$ cat src/rtl/pwm_pkg.sv
// Shared types and constants for the pan/tilt PWM generator.
// The duty width here is the system default. The top level can override it.
package pwm_pkg;

  localparam int DUTY_W_DEFAULT  = 6;
  localparam int CLK_DIV_DEFAULT = 4;
  localparam int PERIOD_TICKS    = 2 ** DUTY_W_DEFAULT;

  typedef logic [DUTY_W_DEFAULT-1:0] duty_t;

  // Prescaler width. A divider of 1 still needs a one-bit counter.
  function automatic int presc_width(input int clk_div);
    return (clk_div > 1) ? $clog2(clk_div) : 1;
  endfunction

endpackage

$ cat src/rtl/pwm_channel.sv
// One PWM channel. It holds a shadow duty register that loads at period start,
// compares that duty against the shared tick counter, and drives a registered output.
module pwm_channel
  import pwm_pkg::*;
#(
  parameter int DUTY_W = DUTY_W_DEFAULT
) (
  input  logic              clk,
  input  logic              reset,
  input  logic              enable,
  input  logic              load,
  input  logic [DUTY_W-1:0] tick_cnt,
  input  logic [DUTY_W-1:0] duty_in,
  output logic              pwm,
  output logic [DUTY_W-1:0] duty_act
);

  logic [DUTY_W-1:0] duty_act_q, duty_act_d;
  logic              pwm_q, pwm_d;

  // NOTE: every signal driven in always_comb gets a default on its first line.
  // Without that default, a missed branch would infer a latch.
  always_comb begin
    duty_act_d = duty_act_q;
    pwm_d      = 1'b0;
    if (load) begin
      duty_act_d = duty_in;
    end
    // The compare uses the freshly loaded shadow, so tick 0 of a new period already
    // reflects the new duty.
    if (enable) begin
      pwm_d = (tick_cnt < duty_act_d);
    end
  end

  // NOTE: reset is synchronous and sits inside the clocked block. State updates use
  // non-blocking assignments so all flops sample the pre-edge values.
  always_ff @(posedge clk) begin
    if (reset) begin
      duty_act_q <= '0;
      pwm_q      <= 1'b0;
    end else begin
      duty_act_q <= duty_act_d;
      pwm_q      <= pwm_d;
    end
  end

  assign pwm      = pwm_q;
  assign duty_act = duty_act_q;

endmodule

$ cat src/rtl/dual_pwm_gen.sv
// Two-channel PWM generator for the pan/tilt actuators.
// One prescaler and one tick counter are shared, so both channels rise together at tick 0.
module dual_pwm_gen
  import pwm_pkg::*;
#(
  parameter int DUTY_W  = DUTY_W_DEFAULT,
  parameter int CLK_DIV = CLK_DIV_DEFAULT
) (
  input  logic              clk,
  input  logic              reset,
  input  logic              enable,
  input  logic [DUTY_W-1:0] duty_x,
  input  logic [DUTY_W-1:0] duty_y,
  output logic              pwm_x,
  output logic              pwm_y,
  output logic              period_start,
  output logic [DUTY_W-1:0] duty_x_act,
  output logic [DUTY_W-1:0] duty_y_act
);

  localparam int               PRE_W    = presc_width(CLK_DIV);
  localparam logic [PRE_W-1:0] PRE_LAST = PRE_W'(CLK_DIV - 1);

  logic [PRE_W-1:0]  presc_q, presc_d;
  logic [DUTY_W-1:0] tick_q, tick_d;
  logic              period_start_q, period_start_d;
  logic              tick_stb;
  logic              load;

  always_comb begin
    presc_d        = presc_q;
    tick_d         = tick_q;
    tick_stb       = (presc_q == PRE_LAST);
    // Period start is the first clk of tick 0. Re-enabling lands here because
    // disable clears both counters.
    load           = enable && (presc_q == '0) && (tick_q == '0);
    period_start_d = load;
    if (!enable) begin
      presc_d = '0;
      tick_d  = '0;
    end else begin
      presc_d = tick_stb ? '0 : presc_q + PRE_W'(1);
      if (tick_stb) begin
        tick_d = tick_q + DUTY_W'(1);
      end
    end
  end

  always_ff @(posedge clk) begin
    if (reset) begin
      presc_q        <= '0;
      tick_q         <= '0;
      period_start_q <= 1'b0;
    end else begin
      presc_q        <= presc_d;
      tick_q         <= tick_d;
      period_start_q <= period_start_d;
    end
  end

  assign period_start = period_start_q;

  pwm_channel #(.DUTY_W(DUTY_W)) u_chan_x (
    .clk      (clk),
    .reset    (reset),
    .enable   (enable),
    .load     (load),
    .tick_cnt (tick_q),
    .duty_in  (duty_x),
    .pwm      (pwm_x),
    .duty_act (duty_x_act)
  );

  pwm_channel #(.DUTY_W(DUTY_W)) u_chan_y (
    .clk      (clk),
    .reset    (reset),
    .enable   (enable),
    .load     (load),
    .tick_cnt (tick_q),
    .duty_in  (duty_y),
    .pwm      (pwm_y),
    .duty_act (duty_y_act)
  );

endmodule

$ cat config.mk
export PLATFORM = sky130hd
export DESIGN_NAME = dual_pwm_gen
export DESIGN_NICKNAME = d
export VERILOG_FILES = /design/src/rtl/pwm_pkg.sv /design/src/rtl/pwm_channel.sv /design/src/rtl/dual_pwm_gen.sv
export SDC_FILE = /design/constraint.sdc
export NUM_CORES = 1
export LEC_CHECK = 0
export BUFFER_PORTS_ARGS = -buffer_cell sky130_fd_sc_hd__buf_4
export CAP_MARGIN = 0
export CELL_PAD_IN_SITES_DETAIL_PLACEMENT = 1
export CELL_PAD_IN_SITES_GLOBAL_PLACEMENT = 1
export CORE_UTILIZATION = 35
export DETAILED_ROUTE_END_ITERATION = 10
export PLACE_DENSITY = 0.81
export SETUP_SLACK_MARGIN = 0.2
export SYNTH_ARGS = -nofsm -noshare
export SYNTH_HDL_FRONTEND = slang
export SYNTH_SLANG_ARGS = --single-unit
$ cat constraint.sdc
create_clock -name clk -period 2.7 [get_ports clk]
set_input_delay 0.405 -clock clk [delete_from_list [all_inputs] [get_ports clk]]
set_output_delay 0.405 -clock clk [all_outputs]
set_load 0.01 [all_outputs]
Yosys cells after proc, flatten, opt, wreduce, memory -nomap -nowiden
Index checks and enable logic that the tools add are counted.
Word-level totals
  flip-flop bits (word level): 23
Operators by class
  $add $sub $neg: 2
  magnitude comparators: 2
  equality and inequality tests: 1
  multiplexer cells: 2
  bitwise logic cells: 1
  reductions and logical operators: 6
Operator list (number)
  < comparator 6 bit: 2
  two-way mux 6 bit: 2
  adder 6 x 1 -> 6 bit (second input constant): 1
  zero test 6 bit: 1
  OR reduction 3 bit: 1
  adder 2 x 1 -> 2 bit (second input constant): 1
  equality test 2 bit (second input constant): 1
  logical AND 1 bit: 2
  zero test 2 bit: 1
  OR reduction 2 bit: 1
  inverter 1 bit: 1

Longest topological paths before layout
  depth in word-level cells: 5
  gate-level depth with buffers: 12

Hierarchy
A second synthesis with hierarchy kept.
Unflattened totals
  cells, all modules: 110
  area total of the unflattened synthesis: 1131.1 um^2
Modules (own cells, without submodules)
  pwm_channel: instances 2, cells each 34, area an instance 359.1 um^2, seq. area each 140.1 um^2
  dual_pwm_gen: instances 1, cells each 42, area an instance 412.9 um^2, seq. area each 180.2 um^2

Worst setup path after synthesis
Ideal clock, no wire load.
  path type: reg-to-reg
  start point: register tick_q[0]
  end point: register u_chan_x.pwm_q (netlist: u_chan_x.pwm)
  data arrival time: 2529 ps
  required time: 2599 ps
  slack: 70 ps
  stages on the path, launching flop included: 13
  buffers on the path: 2
  period minus slack after synthesis: 2630 ps
  path through: dfxtp_1 > inv_1 > ha_1 > nand4b_1 > or4_1 > buf_6 > buf_12 > mux2i_2 > ha_1 > a211oi_1 > nor2_1 > or3_1 > o41ai_1
Between the ends
  longest elaborated chain between the ends: 4
RTL lines
  start: declaration: line dual_pwm_gen.sv:25  | logic [DUTY_W-1:0] tick_q, tick_d;
  start signal: assignment: line dual_pwm_gen.sv:56  | tick_q <= tick_d;
  zero test 6 bit: line dual_pwm_gen.sv:36  | load = enable && (presc_q == '0) && (tick_q == '0);
  logical AND 1 bit: line dual_pwm_gen.sv:36
  two-way mux 6 bit: line pwm_channel.sv:26  | if (load) begin
  < comparator 6 bit (*): line pwm_channel.sv:32  | pwm_d = (tick_cnt < duty_act_d);
  end signal: assignment: line pwm_channel.sv:44  | pwm_q <= pwm_d;
  end: declaration: line pwm_channel.sv:19  | logic pwm_q, pwm_d;
Every way passes the cells marked *; elsewhere a longest branch is shown, timed or not.
A chain may end at the register's enable or synchronous reset.

Final worst setup path
  start point: register tick_q[1]
  end point: register u_chan_x.pwm_q (netlist: u_chan_x.pwm)
The elaborated chain is that of the path after synthesis.

==> results.yml <==
status:
  status: "finished, final reports clean"
setup_path:
  crit_slowest_cell: "or4_4"
  worstSetupPathType: "reg2reg"
  max_stage_delay_ns: 0.45
  path_cells: "inv_1 -> ha_1 -> nand4b_1 -> or4_4 -> buf_8 -> mux2i_2 -> ha_1 -> o21ai_1 -> nor2_1 -> or3_1 -> o41ai_2"
  ff2ff_path_depth: 11
  cp.arrival_ns: 2.89
  r2r-end: "u_chan_x.pwm$_SDFF_PP0_"
  cp-start-kind: "flip-flop"
  endpoint_kind: "flip-flop"
  worst-path-max-fanout: 6
  reg2reg_slack_ns: 0.05
  crit_path_frequent_cell: "ha_1"
  cp.required_ns: 2.93
  regToRegStartpoint: "tick_q[1]$_SDFFE_PP0P_"
yosys:
  synth_warnings: 0
  synth_area_per_cell_sq_um: 10.5
  netlist_area_sq_mm: 0.00115
  syn-num-nets: 138
  postSynthCellCount: 109
  yosysUniqueCellTypes: 26
  ys_ff_latch: 23
  synth-edff-count: 0
  synth_flop_cell: "dfxtp_1"
  yosysSeqAreaShare: 0.402
  async_flop_share: 0
place:
  place_inst: 184
  port_buffers: 29
  place_ws_ns: -0.00562
  gp_congestion: 0.830
  dpl_cell_area_sq_mm: 0.00144
  hpwl_um: 2140
floorplan:
  initial_core_util: 0.372
  die_y_um: 59.2
  die_w_um: 59.2
  core_sq_mm: 0.00308
  die-area_sq_mm: 0.00351
  fp-row-count: 20
  boundaryPins: 30
global_route:
  grt_overflow_total: 0
  grt_max_degree: 15
  grt_pass1_vias: 1012
  antenna_found_initial: 0
  grt_pass1_wl_um: 4620
  grt.total_usage: 0.182
route:
  wire_per_inst_um: 15.7
  wl_um: 3050
  vias: 992
  drc: 0
  firstDrtPassIters: 4
  postRouteAntennaNets: 0
  drt_iter0_markers: 21
  routed_via_density: 5.11
power_and_ir_drop:
  peakVddDrop_uv: 198
  powerDensity_mw_per_mm2: 437
  finalPower_mw: 0.698
  leakage_nw: 0.702
sta:
  relSlewSlack: 0.666
  worstMarginPinSlew_ns: 0.500
  min_period_ns: 2.65
  setup_violations: 0
  clock_skew_ns: 0.00128
  drv_slew: 0
  min_period_over_period: 0.982
  hold_viol: 0
  fin_hold_ws_ns: 0.342
  fin_ws_ns: 0.0476
  rsz0062_at_grt: "yes"
  timing.setup.tns_ns: 0
  max_freq_ghz: 0.377
cts:
  clkTransAtPathRegs_ns: 0.13
  htreeDepth: 1
  numCtsBuffers: 3
  clk_latency_ns: 0.32
  cts_buffer_depth: 2
  cts.sinks: 23
  cts_tree: "yes"
  cts-root-buf: "clkbuf_4"
job:
  cap_violations: 0
final_layout:
  drive_gt1_frac: 0.440
  multi_input_area_sq_um: 712
  n_antenna_cell: 0
  post-route-util: 0.519
  area_delta_synth_final_pct: 39.4
  fin_area_sq_mm: 0.00160
  final_nets: 180
  regArea_sq_um: 463
  finalNonFillerCells: 194
  fill_cells: 348
min_path:
  min_to: "u_chan_y.duty_act[4]$_SDFF_PP0_"
  hp-class: "in2reg"
  hold_depth: 3
  hp-start: "duty_y[4]"
[critical path, delay by kind of cell, from the launching register on]
kind            cells  cell delay [ns]
flops               1             0.34
fa+ha+maj           2             0.44
simple gates        4             0.97
buf+inv             2             0.23
compound gates      2             0.38
mux                 1             0.22
[cell usage after synthesis (all sizes together), types with 2 or more instances]
cell type,number,area share
nand4,2,0.011
a211oi,2,0.013
buf,2,0.027
mux2i,13,0.14
nand2,2,0.0066
o41ai,2,0.015
or2,2,0.011
xor2,3,0.023
and4,2,0.015
or3,3,0.016
a2111o,2,0.020
dfxtp,23,0.40
nor2,20,0.066
ha,14,0.15
clkbuf,3,0.0098
inv,4,0.013
o21ai,3,0.013
[placed cells by master (no fill, tap or decap)]
master    instances
buf_4            40
dfxtp_1          21
nor2_1           20
ha_1             12
mux2i_2           7
inv_1             4
mux2i_4           3
mux2i_1           3
xor2_1            3
or3_1             3
clkbuf_4          3
nand4_1           2
nand2_1           2
a211oi_2          2
o21ai_1           2
and4_1            2
or2_2             2
a2111o_1          2
o41ai_2           2
ha_4              2
dfxtp_2           2
nand4b_1          1
or4_4             1
nand2b_1          1
nor3_1            1
nor3b_1           1
o21ai_0           1
a21oi_1           1
xnor2_1           1
clkbuf_1          1
buf_6             1
buf_8             1
[worst max path at each step]
stage,startpoint,end,cells past startpoint
final,tick_q[1]$_SDFFE_PP0P_,u_chan_x.pwm$_SDFF_PP0_,11
after floorplan,tick_q[0]$_SDFFE_PP0P_,u_chan_x.pwm$_SDFF_PP0_,12
after detailed placement,tick_q[1]$_SDFFE_PP0P_,u_chan_x.pwm$_SDFF_PP0_,11
after global routing,tick_q[1]$_SDFFE_PP0P_,u_chan_x.pwm$_SDFF_PP0_,11
after global placement,enable,u_chan_x.pwm$_SDFF_PP0_,10
after CTS,tick_q[1]$_SDFFE_PP0P_,u_chan_x.pwm$_SDFF_PP0_,11
[power by group]
part | switching (mW) | total [mW] | leakage (nW) | internal, mW
Clock | 0.108 | 0.166 | 0.0150 | 0.0578
Sequential | 0.0112 | 0.368 | 0.189 | 0.357
Combinational | 0.0717 | 0.165 | 0.498 | 0.0930
[cell type report]
cell class                 instances  area share
clock buffer                       4      0.0164
inverter                           4     0.00940
multi-input combinational         77       0.446
sequential                        23       0.290
tap                               44      0.0345
timing repair buffer              42       0.204
[repair_timing]
action,in CTS,in global routing
setup buffers,3,3
hold buffers,0,0
gates cloned,0,0
setup endpoints to repair,2,2
pin swaps,2,3
resized for setup,6,8
[routing by layer]
metal,wire [um],track usage,vias up
li1,-,-,467
met1,1310,0.225,492
met2,1590,0.308,27
met3,109,0.0262,6
met4,48,0.0884,0
met5,0,0,-
[cells by family (layout without fill, tap and decap cells)]
kind of cell | after synthesis | in the layout | share of synthesized area
DFF | 23 | 23 | 0.402
and+or+nand+nor | 36 | 36 | 0.156
buffers and inverters | 9 | 50 | 0.0502
xor gates and xnor gates | 4 | 4 | 0.0306
AOI/OAI and AO/OA | 10 | 10 | 0.0655
muxes | 13 | 13 | 0.143
adders and majority gates | 14 | 14 | 0.153
[sequential cells by signal, indices dropped and copies added (netlist names)]
register and cells:
u_chan_x.pwm 1, presc_q 2, u_chan_y.duty_act 6, u_chan_x.duty_act 6, tick_q 6, u_chan_y.pwm 1
period_start 1
(Power assumes the default switching activity.)
